[src/rtl/usb_rx_pkg.sv]
// Shared types and constants for the USB full-speed receive line decoder.
package usb_rx_pkg;

  typedef enum logic [2:0] {
    IDLE,
    SYNC,
    RECEIVE,
    EOP_WAIT,
    ERROR_WAIT
  } rx_state_t;

  localparam logic [1:0] LINE_SE0 = 2'b00;
  localparam logic [1:0] LINE_K   = 2'b01;
  localparam logic [1:0] LINE_J   = 2'b10;

  localparam logic [7:0]  SYNC_PATTERN = 8'h80;
  localparam int unsigned STUFF_LIMIT  = 6;
  localparam int unsigned IDLE_J_COUNT = 8;

  // SE1 is an illegal line state and is folded onto SE0.
  function automatic logic [1:0] line_state(input logic dp, input logic dm);
    return (dp ^ dm) ? {dp, dm} : LINE_SE0;
  endfunction

endpackage

[src/rtl/usb_rx_bit_timer.sv]
// Bit-period timer: restarts on every D+ transition and strobes once per bit
// near the middle of the bit period, free-running through runs without edges.
module usb_rx_bit_timer #(
  parameter int unsigned CLKS_PER_BIT = 8
) (
  input  logic clk,
  input  logic n_rst,
  input  logic dp,
  output logic sample
);

  localparam int unsigned CNT_W = $clog2(CLKS_PER_BIT);
  localparam logic [CNT_W-1:0] CNT_MAX    = CNT_W'(CLKS_PER_BIT - 1);
  localparam logic [CNT_W-1:0] CNT_SAMPLE = CNT_W'(CLKS_PER_BIT / 2 - 1);

  logic             dp_prev;
  logic [CNT_W-1:0] count;
  logic [CNT_W-1:0] count_next;

  always_comb begin
    count_next = count + CNT_W'(1);
    if ((dp != dp_prev) || (count == CNT_MAX)) begin
      count_next = '0;
    end
  end

  // dp_prev resets high to match the idle-J value of the synchroniser.
  always_ff @(posedge clk or negedge n_rst) begin
    if (!n_rst) begin
      dp_prev <= 1'b1;
      count   <= '0;
      sample  <= 1'b0;
    end else begin
      dp_prev <= dp;
      count   <= count_next;
      sample  <= (count_next == CNT_SAMPLE);
    end
  end

endmodule

[src/rtl/usb_rx_bit_decoder.sv]
// USB full-speed receive line decoder: input synchronisation, bit recovery,
// NRZI decode, bit unstuffing, SYNC/EOP framing and byte assembly.
module usb_rx_bit_decoder
  import usb_rx_pkg::*;
#(
  parameter int unsigned CLKS_PER_BIT = 8
) (
  input  logic       clk,
  input  logic       n_rst,
  input  logic       dp_in,
  input  logic       dm_in,
  output logic [7:0] rx_data,
  output logic       rx_data_valid,
  output logic       rx_active,
  output logic       rx_eop,
  output logic       rx_error
);

  localparam int unsigned ONES_W = $clog2(STUFF_LIMIT + 1);
  localparam int unsigned IDLE_W = $clog2(IDLE_J_COUNT);
  localparam logic [ONES_W-1:0] ONES_STUFF = ONES_W'(STUFF_LIMIT);
  localparam logic [IDLE_W-1:0] IDLE_LAST  = IDLE_W'(IDLE_J_COUNT - 1);

  logic [1:0]        dp_sync;
  logic [1:0]        dm_sync;
  logic              sample;
  logic [1:0]        line_c;
  logic              is_j;
  logic              is_k;
  logic              is_se0;
  logic              bit_c;
  logic [7:0]        byte_c;
  logic              fail_c;

  rx_state_t         state;
  logic              last_j;
  logic [2:0]        bit_cnt;
  logic [ONES_W-1:0] ones_cnt;
  logic [1:0]        se0_cnt;
  logic [IDLE_W-1:0] j_cnt;
  logic [6:0]        shift;

  // Two-flop synchroniser, reset to the idle J level.
  always_ff @(posedge clk or negedge n_rst) begin
    if (!n_rst) begin
      dp_sync <= 2'b11;
      dm_sync <= 2'b00;
    end else begin
      dp_sync <= {dp_sync[0], dp_in};
      dm_sync <= {dm_sync[0], dm_in};
    end
  end

  usb_rx_bit_timer #(
    .CLKS_PER_BIT(CLKS_PER_BIT)
  ) u_bit_timer (
    .clk   (clk),
    .n_rst (n_rst),
    .dp    (dp_sync[1]),
    .sample(sample)
  );

  // Line classification, NRZI decode and the byte that would complete on this sample.
  always_comb begin
    line_c = line_state(dp_sync[1], dm_sync[1]);
    is_j   = (line_c == LINE_J);
    is_k   = (line_c == LINE_K);
    is_se0 = (line_c == LINE_SE0);
    bit_c  = (is_j == last_j);
    byte_c = {bit_c, shift};
  end

  // Every framing/stuffing violation funnels here so errors pre-empt data and EOP.
  always_comb begin
    fail_c = 1'b0;
    case (state)
      SYNC:     fail_c = is_se0 || ((bit_cnt == 3'd7) && (byte_c != SYNC_PATTERN));
      RECEIVE:  fail_c = is_se0 ? (bit_cnt != 3'd0) : ((ones_cnt == ONES_STUFF) && bit_c);
      EOP_WAIT: fail_c = is_se0 ? (se0_cnt == 2'd3) : !(is_j && (se0_cnt >= 2'd2));
      default:  fail_c = 1'b0;
    endcase
  end

  always_ff @(posedge clk or negedge n_rst) begin
    if (!n_rst) begin
      state         <= IDLE;
      last_j        <= 1'b1;
      bit_cnt       <= '0;
      ones_cnt      <= '0;
      se0_cnt       <= '0;
      j_cnt         <= '0;
      shift         <= '0;
      rx_data       <= '0;
      rx_data_valid <= 1'b0;
      rx_active     <= 1'b0;
      rx_eop        <= 1'b0;
      rx_error      <= 1'b0;
    end else begin
      rx_data_valid <= 1'b0;
      rx_eop        <= 1'b0;
      rx_error      <= 1'b0;
      if (sample) begin
        if (!is_se0) begin
          last_j <= is_j;
        end
        if (fail_c) begin
          state     <= ERROR_WAIT;
          rx_error  <= 1'b1;
          rx_active <= 1'b0;
          j_cnt     <= '0;
        end else begin
          case (state)
            IDLE: begin
              // The first K is already bit 0 of the SYNC field.
              if (is_k) begin
                shift   <= byte_c[7:1];
                bit_cnt <= 3'd1;
                state   <= SYNC;
              end
            end
            SYNC: begin
              if (bit_cnt == 3'd7) begin
                state     <= RECEIVE;
                rx_active <= 1'b1;
                bit_cnt   <= '0;
                ones_cnt  <= '0;
              end else begin
                shift   <= byte_c[7:1];
                bit_cnt <= bit_cnt + 3'd1;
              end
            end
            RECEIVE: begin
              if (is_se0) begin
                state   <= EOP_WAIT;
                se0_cnt <= 2'd1;
              end else if (ones_cnt == ONES_STUFF) begin
                ones_cnt <= '0;
              end else begin
                shift    <= byte_c[7:1];
                bit_cnt  <= bit_cnt + 3'd1;
                ones_cnt <= bit_c ? ones_cnt + ONES_W'(1) : '0;
                if (bit_cnt == 3'd7) begin
                  rx_data       <= byte_c;
                  rx_data_valid <= 1'b1;
                end
              end
            end
            EOP_WAIT: begin
              if (is_se0) begin
                se0_cnt <= se0_cnt + 2'd1;
              end else begin
                rx_eop    <= 1'b1;
                rx_active <= 1'b0;
                state     <= IDLE;
              end
            end
            ERROR_WAIT: begin
              if (!is_j) begin
                j_cnt <= '0;
              end else if (j_cnt == IDLE_LAST) begin
                j_cnt <= '0;
                state <= IDLE;
              end else begin
                j_cnt <= j_cnt + IDLE_W'(1);
              end
            end
            default: state <= IDLE;
          endcase
        end
      end
    end
  end

endmodule

[config.mk]
export PLATFORM = sky130hd
export DESIGN_NAME = usb_rx_bit_decoder
export DESIGN_NICKNAME = d
export VERILOG_FILES = /design/src/rtl/usb_rx_pkg.sv /design/src/rtl/usb_rx_bit_timer.sv /design/src/rtl/usb_rx_bit_decoder.sv
export SDC_FILE = /design/constraint.sdc
export NUM_CORES = 1
export LEC_CHECK = 0
export ABC_AREA = 1
export ABC_CLOCK_PERIOD_IN_PS = 2240
export CORE_MARGIN = 3
export CORE_UTILIZATION = 55
export CTS_CLUSTER_SIZE = 20
export DETAILED_ROUTE_END_ITERATION = 6
export PLACE_DENSITY = 0.75
export SKIP_CTS_REPAIR_TIMING = 1
export SLEW_MARGIN = 0
export SYNTH_ARGS = -nofsm -noshare
export SYNTH_HDL_FRONTEND = slang
export SYNTH_SLANG_ARGS = --single-unit
[constraint.sdc]
create_clock -name clk -period 2.24 [get_ports clk]
set_clock_uncertainty 0.1 [all_clocks]
set_input_delay 0.448 -clock clk [delete_from_list [all_inputs] [get_ports clk]]
set_output_delay 0.448 -clock clk [all_outputs]
set_load 0.01 [all_outputs]
Yosys cells after proc, flatten, opt, wreduce, memory -nomap -nowiden
Index checks and enable logic that the tools add are counted.
{ "op_classes": {"reduce_logical": 23, "eq_ne": 28, "bitwise_logic": 4, "n_lt_le_gt_ge": 1, "addsub": 5, "n_mux": 50} }
{ "ops": {"columns": ["op", "count"], "rows": [
  ["3-bit 2-to-1 mux", 19],
  ["7-bit 2-to-1 mux", 4],
  ["7-bit case mux with 3 select lines", 1],
  ["3-bit != test (second input constant)", 6],
  ["1-bit 2-to-1 mux", 17],
  ["3-bit equality test (second input constant)", 5],
  ["3-bit case mux with 5 select lines", 1],
  ["2-bit != test (second input constant)", 7],
  ["7-bit AND reduction", 2],
  ["3-bit by 1-bit adder with 3-bit output (second input constant)", 4],
  ["6-bit AND reduction", 2],
  ["5-bit AND reduction", 2],
  ["3-bit by 2-bit equality test with 1-bit output (second input constant)", 3],
  ["3-bit case mux with 3 select lines", 1],
  ["3-bit nonzero test", 3],
  ["8-bit != test (second input constant)", 1],
  ["2-bit 2-to-1 mux", 3],
  ["3-bit case mux with 2 select lines", 1],
  ["2-bit nonzero test", 3],
  ["2-bit equality test (second input constant)", 2],
  ["2-bit case mux with 2 select lines", 1],
  ["2-bit AND reduction", 2],
  ["4-bit AND reduction", 1],
  ["3-bit by 1-bit equality test with 1-bit output (second input constant)", 1],
  ["other kinds (14)", 19]
]} }
{ "totals": {"ff_bits": 43, "inputBits": 4, "output_inout_bits": 12} }

Longest topological paths before layout
Gate-level depths: netlist of run 1.
{ "logic_depth": {"word_depth": 10, "ltp_mapped": 14} }

Modules after synthesis
A second synthesis of run 1 with hierarchy kept.
{ "unflattened": {"cells_unflattened": 263, "hier_area_um2": 2301.0} }
{ "modules_own_cells": {"columns": ["module", "cells_each", "instances", "seq_area_each_um2", "area_per_inst_um2"], "rows": [
  ["usb_rx_bit_decoder", 243, 1, 954.7, 2094.5],
  ["usb_rx_bit_timer", 20, 1, 126.4, 206.4]
]} }

Least setup slack after synthesis of run 1
Ideal clock, no wire load.
{ "synth_timing": {"path_kind": "flip-flop to flip-flop", "startpoint": "register dp_sync[1]", "endpoint": "register rx_data[6]", "t_arrival_ps": 1827, "slack_ps": 186, "period_less_slack_ps": 2054, "path_buffers": 1, "setup_ps": 127, "path_stages_with_launch": 7, "path_cell_list": "dfstp_2 ha_1 clkbuf_1 nor2_2 inv_2 nor4_4 mux2_1"} }
{ "synth_between": {"elab_chain_cells": 10, "word_cells_on_any_way": 17} }
{ "synth_lines": {"columns": ["item", "line", "text"], "rows": [
  ["from (decl)", "usb_rx_bit_decoder.sv:24", "logic [1:0] dp_sync;"],
  ["from (signal assigned)", "usb_rx_bit_decoder.sv:49", "dp_sync <= {dp_sync[0], dp_in};"],
  ["1-bit XOR", "usb_rx_pkg.sv:22", "return (dp ^ dm) ? {dp, dm} : LINE_SE0;"],
  ["2-bit 2-to-1 mux *", "usb_rx_pkg.sv:22", null],
  ["2-bit equality test", "usb_rx_bit_decoder.sv:66", "is_j = (line_c == LINE_J);"],
  ["1-bit equality test", "usb_rx_bit_decoder.sv:69", "bit_c = (is_j == last_j);"],
  ["8-bit != test", "usb_rx_bit_decoder.sv:77", "SYNC: fail_c = is_se0 || ((bit_cnt == 3'd7) && (byte_c != SYNC_PATTERN));"],
  ["1-bit logical AND", "usb_rx_bit_decoder.sv:77", null],
  ["1-bit logical OR", "usb_rx_bit_decoder.sv:77", null],
  ["1-bit case mux with 3 select lines", "usb_rx_bit_decoder.sv:76", "case (state)"],
  ["1-bit inverter (no source line)", null, null],
  ["6-bit AND reduction (no source line) *", null, null],
  ["to (signal assigned)", "usb_rx_bit_decoder.sv:143", "rx_data <= byte_c;"],
  ["to (decl)", "usb_rx_bit_decoder.sv:12", "output logic [7:0] rx_data,"]
]} }
Every way passes the cells marked *; elsewhere a longest branch is shown, timed or not.
A chain may end at the register's enable or synchronous reset.

Worst setup path in the final report of run 1
{ "layout_timing": {"startpoint": "register dp_sync[1]", "endpoint": "register shift[3]"} }
{ "layout_between": {"elab_chain_cells": 10, "word_cells_on_any_way": 19} }
{ "layout_lines": {"columns": ["item", "line", "text"], "rows": [
  ["1-bit XOR", "usb_rx_pkg.sv:22", null],
  ["2-bit 2-to-1 mux *", "usb_rx_pkg.sv:22", null],
  ["2-bit equality test *", "usb_rx_bit_decoder.sv:66", null],
  ["via is_j", "usb_rx_bit_decoder.sv:28", "logic is_j;"],
  ["1-bit equality test", "usb_rx_bit_decoder.sv:69", null],
  ["8-bit != test", "usb_rx_bit_decoder.sv:77", null],
  ["1-bit logical AND", "usb_rx_bit_decoder.sv:77", null],
  ["1-bit logical OR", "usb_rx_bit_decoder.sv:77", null],
  ["1-bit case mux with 3 select lines *", "usb_rx_bit_decoder.sv:76", null],
  ["1-bit inverter (no source line) *", null, null],
  ["7-bit AND reduction (no source line) *", null, null],
  ["to (signal assigned)", "usb_rx_bit_decoder.sv:116", "shift <= byte_c[7:1];"],
  ["to (signal assigned)", "usb_rx_bit_decoder.sv:128", "shift <= byte_c[7:1];"],
  ["to (signal assigned)", "usb_rx_bit_decoder.sv:139", "shift <= byte_c[7:1];"],
  ["to (decl)", "usb_rx_bit_decoder.sv:41", "logic [6:0] shift;"]
]} }
The timed path passes the listed nets; every way through them passes the cells marked *.

==> results of run 1 <==
layer usage:
layer / wire length [um] / up-vias / GRT usage
met5: 0 / - / 0
met4: 91 / 0 / 0.0954
met3: 161 / 8 / 0.0319
met2: 1780 / 37 / 0.270
met1: 2020 / 783 / 0.257
li1: - / 869 / -
worst reg2reg max path: cells and delay by family, from the launching register on:
kind,cells,cell delay (ns)
adders and majority gates,1,0.23
AOI/OAI and AO/OA,2,0.33
DFF,1,0.55
and+or+nand+nor,6,0.81
power groups by stage:
stage                     clock, mW  combinational (mW)  sequential (mW)
after detailed placement          0               0.789             1.07
after CTS                     0.493               0.791             1.05
after floorplan                   0               0.630             1.03
after global routing          0.533               0.936             1.08
after global placement            0               0.776             1.06
final                         0.478               0.823             1.05
state kept, by name (all words and copies together) (netlist names), 2 cells and up:
| name | cells |
|---|---|
| dp_sync | 2 |
| dm_sync | 2 |
| ones_cnt | 3 |
| state | 3 |
| shift | 7 |
| bit_cnt | 3 |
| u_bit_timer.count | 3 |
| rx_data | 8 |
| se0_cnt | 2 |
| j_cnt | 3 |
area by class of cell:
class	count	area share
flip-flops and latches	43	0.425
multi-input cells	169	0.390
repair buffers	20	0.0719
inverters	38	0.0561
clock buffers	6	0.0285
well taps	48	0.0236
clock inverters	2	0.00492
worst max-delay path by stage:
stage | end | slack [ns]
after global routing | state[1] | 0.03
after CTS | shift[3] | 0.04
after global placement | shift[5] | 0.14
after floorplan | rx_data[6] | 0.19
after detailed placement | shift[3] | 0.05
final | shift[3] | 0.15
cells in the final DEF, fill, tap and decap left out, types with 6 or more instances in the layout:
master,Yosys,final
sky130_fd_sc_hd__nor2_1,30,30
sky130_fd_sc_hd__inv_2,13,13
sky130_fd_sc_hd__nand2_1,47,47
sky130_fd_sc_hd__inv_1,24,24
sky130_fd_sc_hd__nand3_1,14,14
sky130_fd_sc_hd__o21ai_0,15,15
sky130_fd_sc_hd__o21ai_1,7,7
sky130_fd_sc_hd__ha_1,13,12
sky130_fd_sc_hd__clkdlybuf4s50_1,0,14
sky130_fd_sc_hd__dfrtp_1,39,39
sky130_fd_sc_hd__a21oi_1,11,11
sky130_fd_sc_hd__nand4_1,6,6
cell families after synthesis:
group | after synthesis | synth area share
adders and majority gates | 13 | 0.0735
and+or+nand+nor | 117 | 0.261
DFF | 43 | 0.489
muxes | 1 | 0.00509
xor gates and xnor gates | 1 | 0.00396
AOI/OAI and AO/OA | 36 | 0.0894
buffers and inverters | 42 | 0.0781
stage by stage:
step / hold WS (ns) / utilization / area (sq um) / total power [mW]
final: 0.100 / 0.674 / 2540 / 2.36
after global routing: 0.148 / 0.674 / 2540 / 2.54
after CTS: 0.125 / 0.664 / 2500 / 2.34
after detailed placement: 0.240 / 0.641 / 2420 / 1.85
after global placement: 0.236 / 0.641 / 2420 / 1.84
after floorplan: 0.0524 / - / 2210 / 1.66
==> results.txt, run 1 <==
----------------------------------------------------
[Synth]
  Ys Warns ... 0
  Leading cell types by total area after synthesis ... sky130_fd_sc_hd__dfrtp_1 (44%), sky130_fd_sc_hd__nand2_1 (8.0%), sky130_fd_sc_hd__ha_1 (7.4%)
  Most common library cells after synthesis ... sky130_fd_sc_hd__nand2_1 (47), sky130_fd_sc_hd__dfrtp_1 (39), sky130_fd_sc_hd__nor2_1 (30)
  Yosys top cell by area ... sky130_fd_sc_hd__dfrtp_1
  Area share of the leading cell type in the synthesized netlist ... 0.441
  Synth Cell Area ... ~2200 sq um
  Share of the yosys chip area belonging to registers ... 0.489
  Post-synth EDFFs ... 0
  Share of async-settable or async-resettable flops after synthesis ... 1.00
  Total nets after synthesis ... 270
  Number of distinct standard cells referenced by the synthesized netlist ... 30
  Mapped Cells ... 253
  Flops & latches, synth ... 43
  Flip-flop cell with the highest count after synthesis ... sky130_fd_sc_hd__dfrtp_1
  Most common cell in the synthesized netlist ... sky130_fd_sc_hd__nand2_1
  Mean instance size in the synthesized netlist ... 8.74 sq um

[Critical path]
  Cell-by-cell listing of the critical path ... ha_2 > nand2_1 > nand2_2 > nand3_2 > a21oi_4 > nand4_4 > nor2_4 > nand2_1 > o21ai_1
  Nature of the critical path endpoint ... register
  Reg2Reg Depth ... 9
  Buffers & Inverters on Critical Path ... 0
  CP peak stage delay ... 0.55 ns
  Critical Path Slowest Stage Cell ... sky130_fd_sc_hd__dfstp_2
  R2R Setup Slk ... around 0.15 ns
  Max FO, Critical Path ... 7
  CP startpoint ... dp_sync[1]
  Critical R2R Capture ... shift[3]
  Number of stages on the worst setup path ... 9
  Cell repeated most along the worst path ... sky130_fd_sc_hd__nand2_1
  Arrival time at the worst endpoint ... about 2.2 ns
  Top Family by Delay on Critical Path ... simple AND/OR/NAND/NOR gates
  Worst Setup Start Kind ... register
  Crit Path Category ... register to register
  Worst reg2reg startpoint ... dp_sync[1]
  Required time at the worst-slack endpoint ... 2.36 ns

[Placement]
  Routability cong. ... 0.941
  Number of placed instances with taps included ... 316
  Setup slack after placement ... about 0.049 ns
  Estimated wirelength of the detail-placed design ... just under 3000 um
  Port-buffer cells ... 15

[Die]
  Placement row count ... 22
  Initial Util ... 0.587
  Num ports ... 16
  Area of the die ... 4820 sq um
  Die span in y ... 69.4 um
  Die span in x ... 69.4 um
  Floorplan core area ... roughly 3800 sq um

[Global route]
  Global-route wire length before repair ... 7120 um
  Global route total overflow ... 0
  Antenna violations before repair ... 0
  Global-route usage over all layers ... 0.183
  Maximum number of pins on one net before global-route repair ... 44
  Vias in the first global route ... about 1600

[Finish]
  Synth-to-Final Area Change ... 14.9%
  Area of all sequential standard cells ... approximately 1100 sq um
  Multi-input gate area in the final layout ... 991 sq um
  Total Nets Final ... 294
  Filler-free cell count of the finished design ... 326
  Fillers ... between 300 and 400
  Fraction of final layout cells with drive strength greater than 1 ... 0.173
  Antenna fix cells ... 0

[CTS]
  Total CTS buffers ... 5
  Clk sinks ... 43
  Clock root buffer master ... sky130_fd_sc_hd__clkbuf_8
  Deepest clock path buffer count ... 2
  Clock edge transition at the registers on the reported setup and hold paths ... 0.08 ns
  Worst-Skew Late Latency ... about 0.30 ns
  TritonCTS clock tree ... built
  Depth of the CTS H-tree ... 2

[Pwr]
  Net switching power ... 0.929 mW
  Leakage component of the power ... 1.24 nW
  Reg power frac ... 0.448
  Combinational cell fraction of total power ... 0.349
  Clock power frac ... 0.203
  Cell Pwr Density ... between 900 and 1000 nW/um^2
  Internal ... 1.43 mW
  IR drop worst, VDD ... between 0.0006 and 0.0007 V
  Net switching share of the total power ... 0.394

[Hold path]
  Worst hold path class ... primary input to async pin

[STA]
  Share of the cycle needed by the critical path after routing ... 0.932
  Highest achievable clock rate ... 0.479 GHz
  Summed negative setup slack over all endpoints ... 0 ns
  Worst-Margin Slew ... 0.516 ns
  Hold violation count in the final report ... 0
  Final worst-path setup slack ... 0.153 ns
  Post-route minimum period ... 2.09 ns
  Setup violators final ... 0
  RSZ-0062 raised after global routing ... no
  Number of pins with negative max-slew slack in the final report ... 0
  Worst slew slack as a fraction of its limit ... 0.656

[Routing]
  Total detailed-routing wirelength ... 4050 um
  Drt first-iter violations ... 104
  Via Count ... 1697
  Detailed-route vias per instance ... ~5.2
  Number of routed nets with antenna violations ... 0
  Routed WL per cell ... around 12 um
  Total iterations of the first detailed-routing run ... 5
  Total DRC errors in the routed layout ... 0

[Flow run]
  Number of maximum-capacitance violations ... 0

[Status]
  Status ... completed

----------------------------------------------------
No activity file was read; power rests on OpenSTA's default activity.
==> run 2, diff against run 1 <==
--- a/config.mk
+++ b/config.mk
@@ -12,7 +12,6 @@
 export CTS_CLUSTER_SIZE = 20
 export DETAILED_ROUTE_END_ITERATION = 6
 export PLACE_DENSITY = 0.75
-export SKIP_CTS_REPAIR_TIMING = 1
 export SLEW_MARGIN = 0
 export SYNTH_ARGS = -nofsm -noshare
 export SYNTH_HDL_FRONTEND = slang
==> results of run 2 <==
Final layout, timing and power as in run 1 (identical DEF).
==> run 3, diff against run 2 <==
--- a/config.mk
+++ b/config.mk
@@ -11,7 +11,8 @@
 export CORE_UTILIZATION = 55
 export CTS_CLUSTER_SIZE = 20
 export DETAILED_ROUTE_END_ITERATION = 6
-export PLACE_DENSITY = 0.75
+export DONT_BUFFER_PORTS = 1
+export PLACE_DENSITY = 0.7
 export SLEW_MARGIN = 0
 export SYNTH_ARGS = -nofsm -noshare
 export SYNTH_HDL_FRONTEND = slang
==> run 3 against run 2 <==
Effect of this change:
- final cell count shrank 5.2%
- largest cell class unchanged
- worst hold slack lost 0.053 ns
- largest power group unchanged
- routed wire length shrank 2.9%
- maximum frequency shrank 0.99%
- clock-buffer cell count grew 1
- flip-flop and latch count is the same
- combinational power shrank 3.8%
- die area is the same
==> results.txt, run 3 (synthesized netlist as in run 1, its figures left out) <==
----------------------------------------------------
[Global route]
  Vias in the first global route ... 1672 (+3.0%)
  Antenna violations before repair ... 0 (unchanged)
  Global-route wire length before repair ... 7370 um (+3.5%)
  Global-route usage over all layers ... 0.189 (+0.00645)
  Maximum number of pins on one net before global-route repair ... 44 (unchanged)
  Global route total overflow ... 0 (unchanged)

[Finish]
  Largest register FFs ... 8 (unchanged)
  Antenna fix cells ... 0 (unchanged)
  Fillers ... 317 (+3.3%)
  Top flop regs ... rx_data x8, shift x7
  Synth-to-Final Area Change ... 9.28%
  Leading cell type in the layout, fill and taps excluded ... sky130_fd_sc_hd__nand2_1
  Most used cells in the layout excluding fill and tap cells ... sky130_fd_sc_hd__nand2_1 (47), sky130_fd_sc_hd__dfrtp_1 (39), sky130_fd_sc_hd__nor2_1 (30)
  Filler-free cell count of the finished design ... 309 (-5.2%)
  Total Nets Final ... 277 (-5.8%)
  Fraction of final layout cells with drive strength greater than 1 ... 0.172 (-0.000248)
  Largest Register ... rx_data

[Routing]
  Routed WL per cell ... 12.7 um (+2.4%)
  Total detailed-routing wirelength ... 3930 um (-2.9%)
  Via Count ... 1616 (-4.8%)
  Detailed-route vias per instance ... 5.23 (+0.47%)
  Total iterations of the first detailed-routing run ... 4 (-1)
  Number of routed nets with antenna violations ... 0 (unchanged)
  Total DRC errors in the routed layout ... 0 (unchanged)
  Drt first-iter violations ... 137 (+32%)

[Pwr]
  Cell Pwr Density ... 972 nW/um^2 (+4.9%)
  Leakage component of the power ... 1.21 nW (-3.0%)
  IR drop worst, VDD ... 0.000601 V (-1.7%)
  Total design power ... 2.35 mW (-0.28%)

[Die]
  Initial Util ... 0.587 (unchanged)
  Placement row count ... 22 (unchanged)
  Area of the die ... 4820 sq um (unchanged)
  Num ports ... 16 (unchanged)
  Floorplan core area ... 3770 sq um (unchanged)
  Die span in x ... 69.4 um (unchanged)
  Die span in y ... 69.4 um (unchanged)

[Critical path]
  Arrival time at the worst endpoint ... 2.23 ns (+0.02 ns)
  Worst Setup Start Kind ... register
  CP peak stage delay ... 0.56 ns (about the same)
  Cell repeated most along the worst path ... sky130_fd_sc_hd__nand2_1
  Reg2Reg Depth ... 10 (+1)
  Crit Path Category ... register to register
  R2R Setup Slk ... 0.13 ns (-0.02 ns)
  Top Family by Delay on Critical Path ... simple AND/OR/NAND/NOR gates
  Max FO, Critical Path ... 13 (+6)
  Required time at the worst-slack endpoint ... 2.36 ns (about the same)
  Critical R2R Capture ... shift[3]
  Buffers & Inverters on Critical Path ... 1 (+1)
  Critical Path Slowest Stage Cell ... sky130_fd_sc_hd__dfstp_2
  Cell-by-cell listing of the critical path ... ha_2 > nand2_1 > nand2_2 > nand3_2 > a21oi_4 > nand4_4 > nor2_4 > buf_12 > nand2_1 > o21ai_1
  Nature of the critical path endpoint ... register
  Worst reg2reg startpoint ... dp_sync[1]

[STA]
  Worst-Margin Slew ... 0.404 ns (-0.112 ns)
  Number of pins with negative max-slew slack in the final report ... 0 (unchanged)
  Hold violation count in the final report ... 0 (unchanged)
  Highest achievable clock rate ... 0.475 GHz (-0.99%)
  Setup violators final ... 0 (unchanged)
  Share of the cycle needed by the critical path after routing ... 0.941 (+0.00930)
  Worst slew slack as a fraction of its limit ... 0.728 (+0.0720)
  Post-route minimum period ... 2.11 ns (+0.0208 ns)

[Hold path]
  Launch point of the worst hold path ... dp_in
  Hold EP ... dp_sync[0]
  Number of instances on the worst hold path ... 0
  Worst hold path class ... primary input to register

[Flow run]
  Number of maximum-capacitance violations ... 0 (unchanged)

[Status]
  Status ... completed

[CTS]
  TritonCTS clock tree ... built
  Clock edge transition at the registers on the reported setup and hold paths ... 0.08 ns (about the same)
  Depth of the CTS H-tree ... 2 (unchanged)
  Deepest clock path buffer count ... 2 (unchanged)
  Total CTS buffers ... 5 (unchanged)
  Clock root buffer master ... sky130_fd_sc_hd__clkbuf_8
  Clk sinks ... 43 (unchanged)
  Worst-Skew Late Latency ... 0.29 ns (about the same)

[Placement]
  Port-buffer cells ... 0 (-15)
  Estimated wirelength of the detail-placed design ... 2910 um (+0.42%)
  Number of placed instances with taps included ... 298 (-5.7%)
  Routability cong. ... 0.917 (-2.5%)

----------------------------------------------------
-- run 3: power by group --
| part | internal [mW] | leakage (nW) | switching, mW |
|---|---|---|---|
| clock network | 0.249 | 0.0482 | 0.252 |
| registers | 0.924 | 0.564 | 0.131 |
| logic | 0.270 | 0.594 | 0.522 |
-- run 3: worst max-delay path by stage --
| stage | from | end | depth (start not counted) |
|---|---|---|---|
| after global placement | dp_sync[1] | shift[4] | 8 |
| after floorplan | dp_sync[1] | rx_data[6] | 6 |
| after detailed placement | dp_sync[1] | ones_cnt[1] | 11 |
| final | dp_sync[1] | shift[3] | 10 |
| after CTS | dp_sync[1] | ones_cnt[1] | 11 |
| after global routing | dp_sync[1] | shift[1] | 12 |
-- run 3: area by class of cell --
type,count,area (sq um),share of cell area
multi-input cells,168,985,0.407
flip-flops and latches,43,1080,0.447
well taps,48,60.1,0.0248
clock buffers,7,86.3,0.0357
inverters,38,143,0.0590
repair buffers,4,57.6,0.0238
clock inverters,1,5.00,0.00207
-- run 3: stage by stage --
| stage | setup TNS, ns | util | hold WS (ns) | area (sq um) | setup slack [ns] |
|---|---|---|---|---|---|
| CTS | 0 | 0.629 | 0.0320 | 2370 | 0.0395 |
| global placement | 0 | 0.597 | 0.0533 | 2250 | 0.106 |
| floorplan | 0 | - | 0.0524 | 2210 | 0.186 |
| finish | 0 | 0.641 | 0.0473 | 2420 | 0.133 |
| detailed placement | 0 | 0.597 | 0.0534 | 2250 | 0.0559 |
| global route | -0.0658 | 0.641 | 0.0271 | 2420 | -0.0164 |
-- run 3: timing repair --
action                                  4_1_cts  5_1_grt
endpoints found under the setup margin        0       13
endpoints found under the hold margin        43        0
resized for setup                             0        6
setup buffers                                 0        1
hold buffers                                  2        0
-- run 3: worst register-to-register path, stage by stage (launching register included) --
cell	delay, ns
sky130_fd_sc_hd__dfstp_2	0.56
sky130_fd_sc_hd__ha_2	0.24
sky130_fd_sc_hd__nand2_1	0.08
sky130_fd_sc_hd__nand2_2	0.12
sky130_fd_sc_hd__nand3_2	0.12
sky130_fd_sc_hd__a21oi_4	0.23
sky130_fd_sc_hd__nand4_4	0.18
sky130_fd_sc_hd__nor2_4	0.17
sky130_fd_sc_hd__buf_12	0.13
sky130_fd_sc_hd__nand2_1	0.05
sky130_fd_sc_hd__o21ai_1	0.07
-- run 3: routing by layer --
layer  GRT usage  vias to the layer above  wire length (um)
met5           0                        -                 0
met4      0.0607                        0                57
met3      0.0493                        6               154
met2       0.310                       28              1800
met1       0.245                      752              1920
li1            -                      830                 -
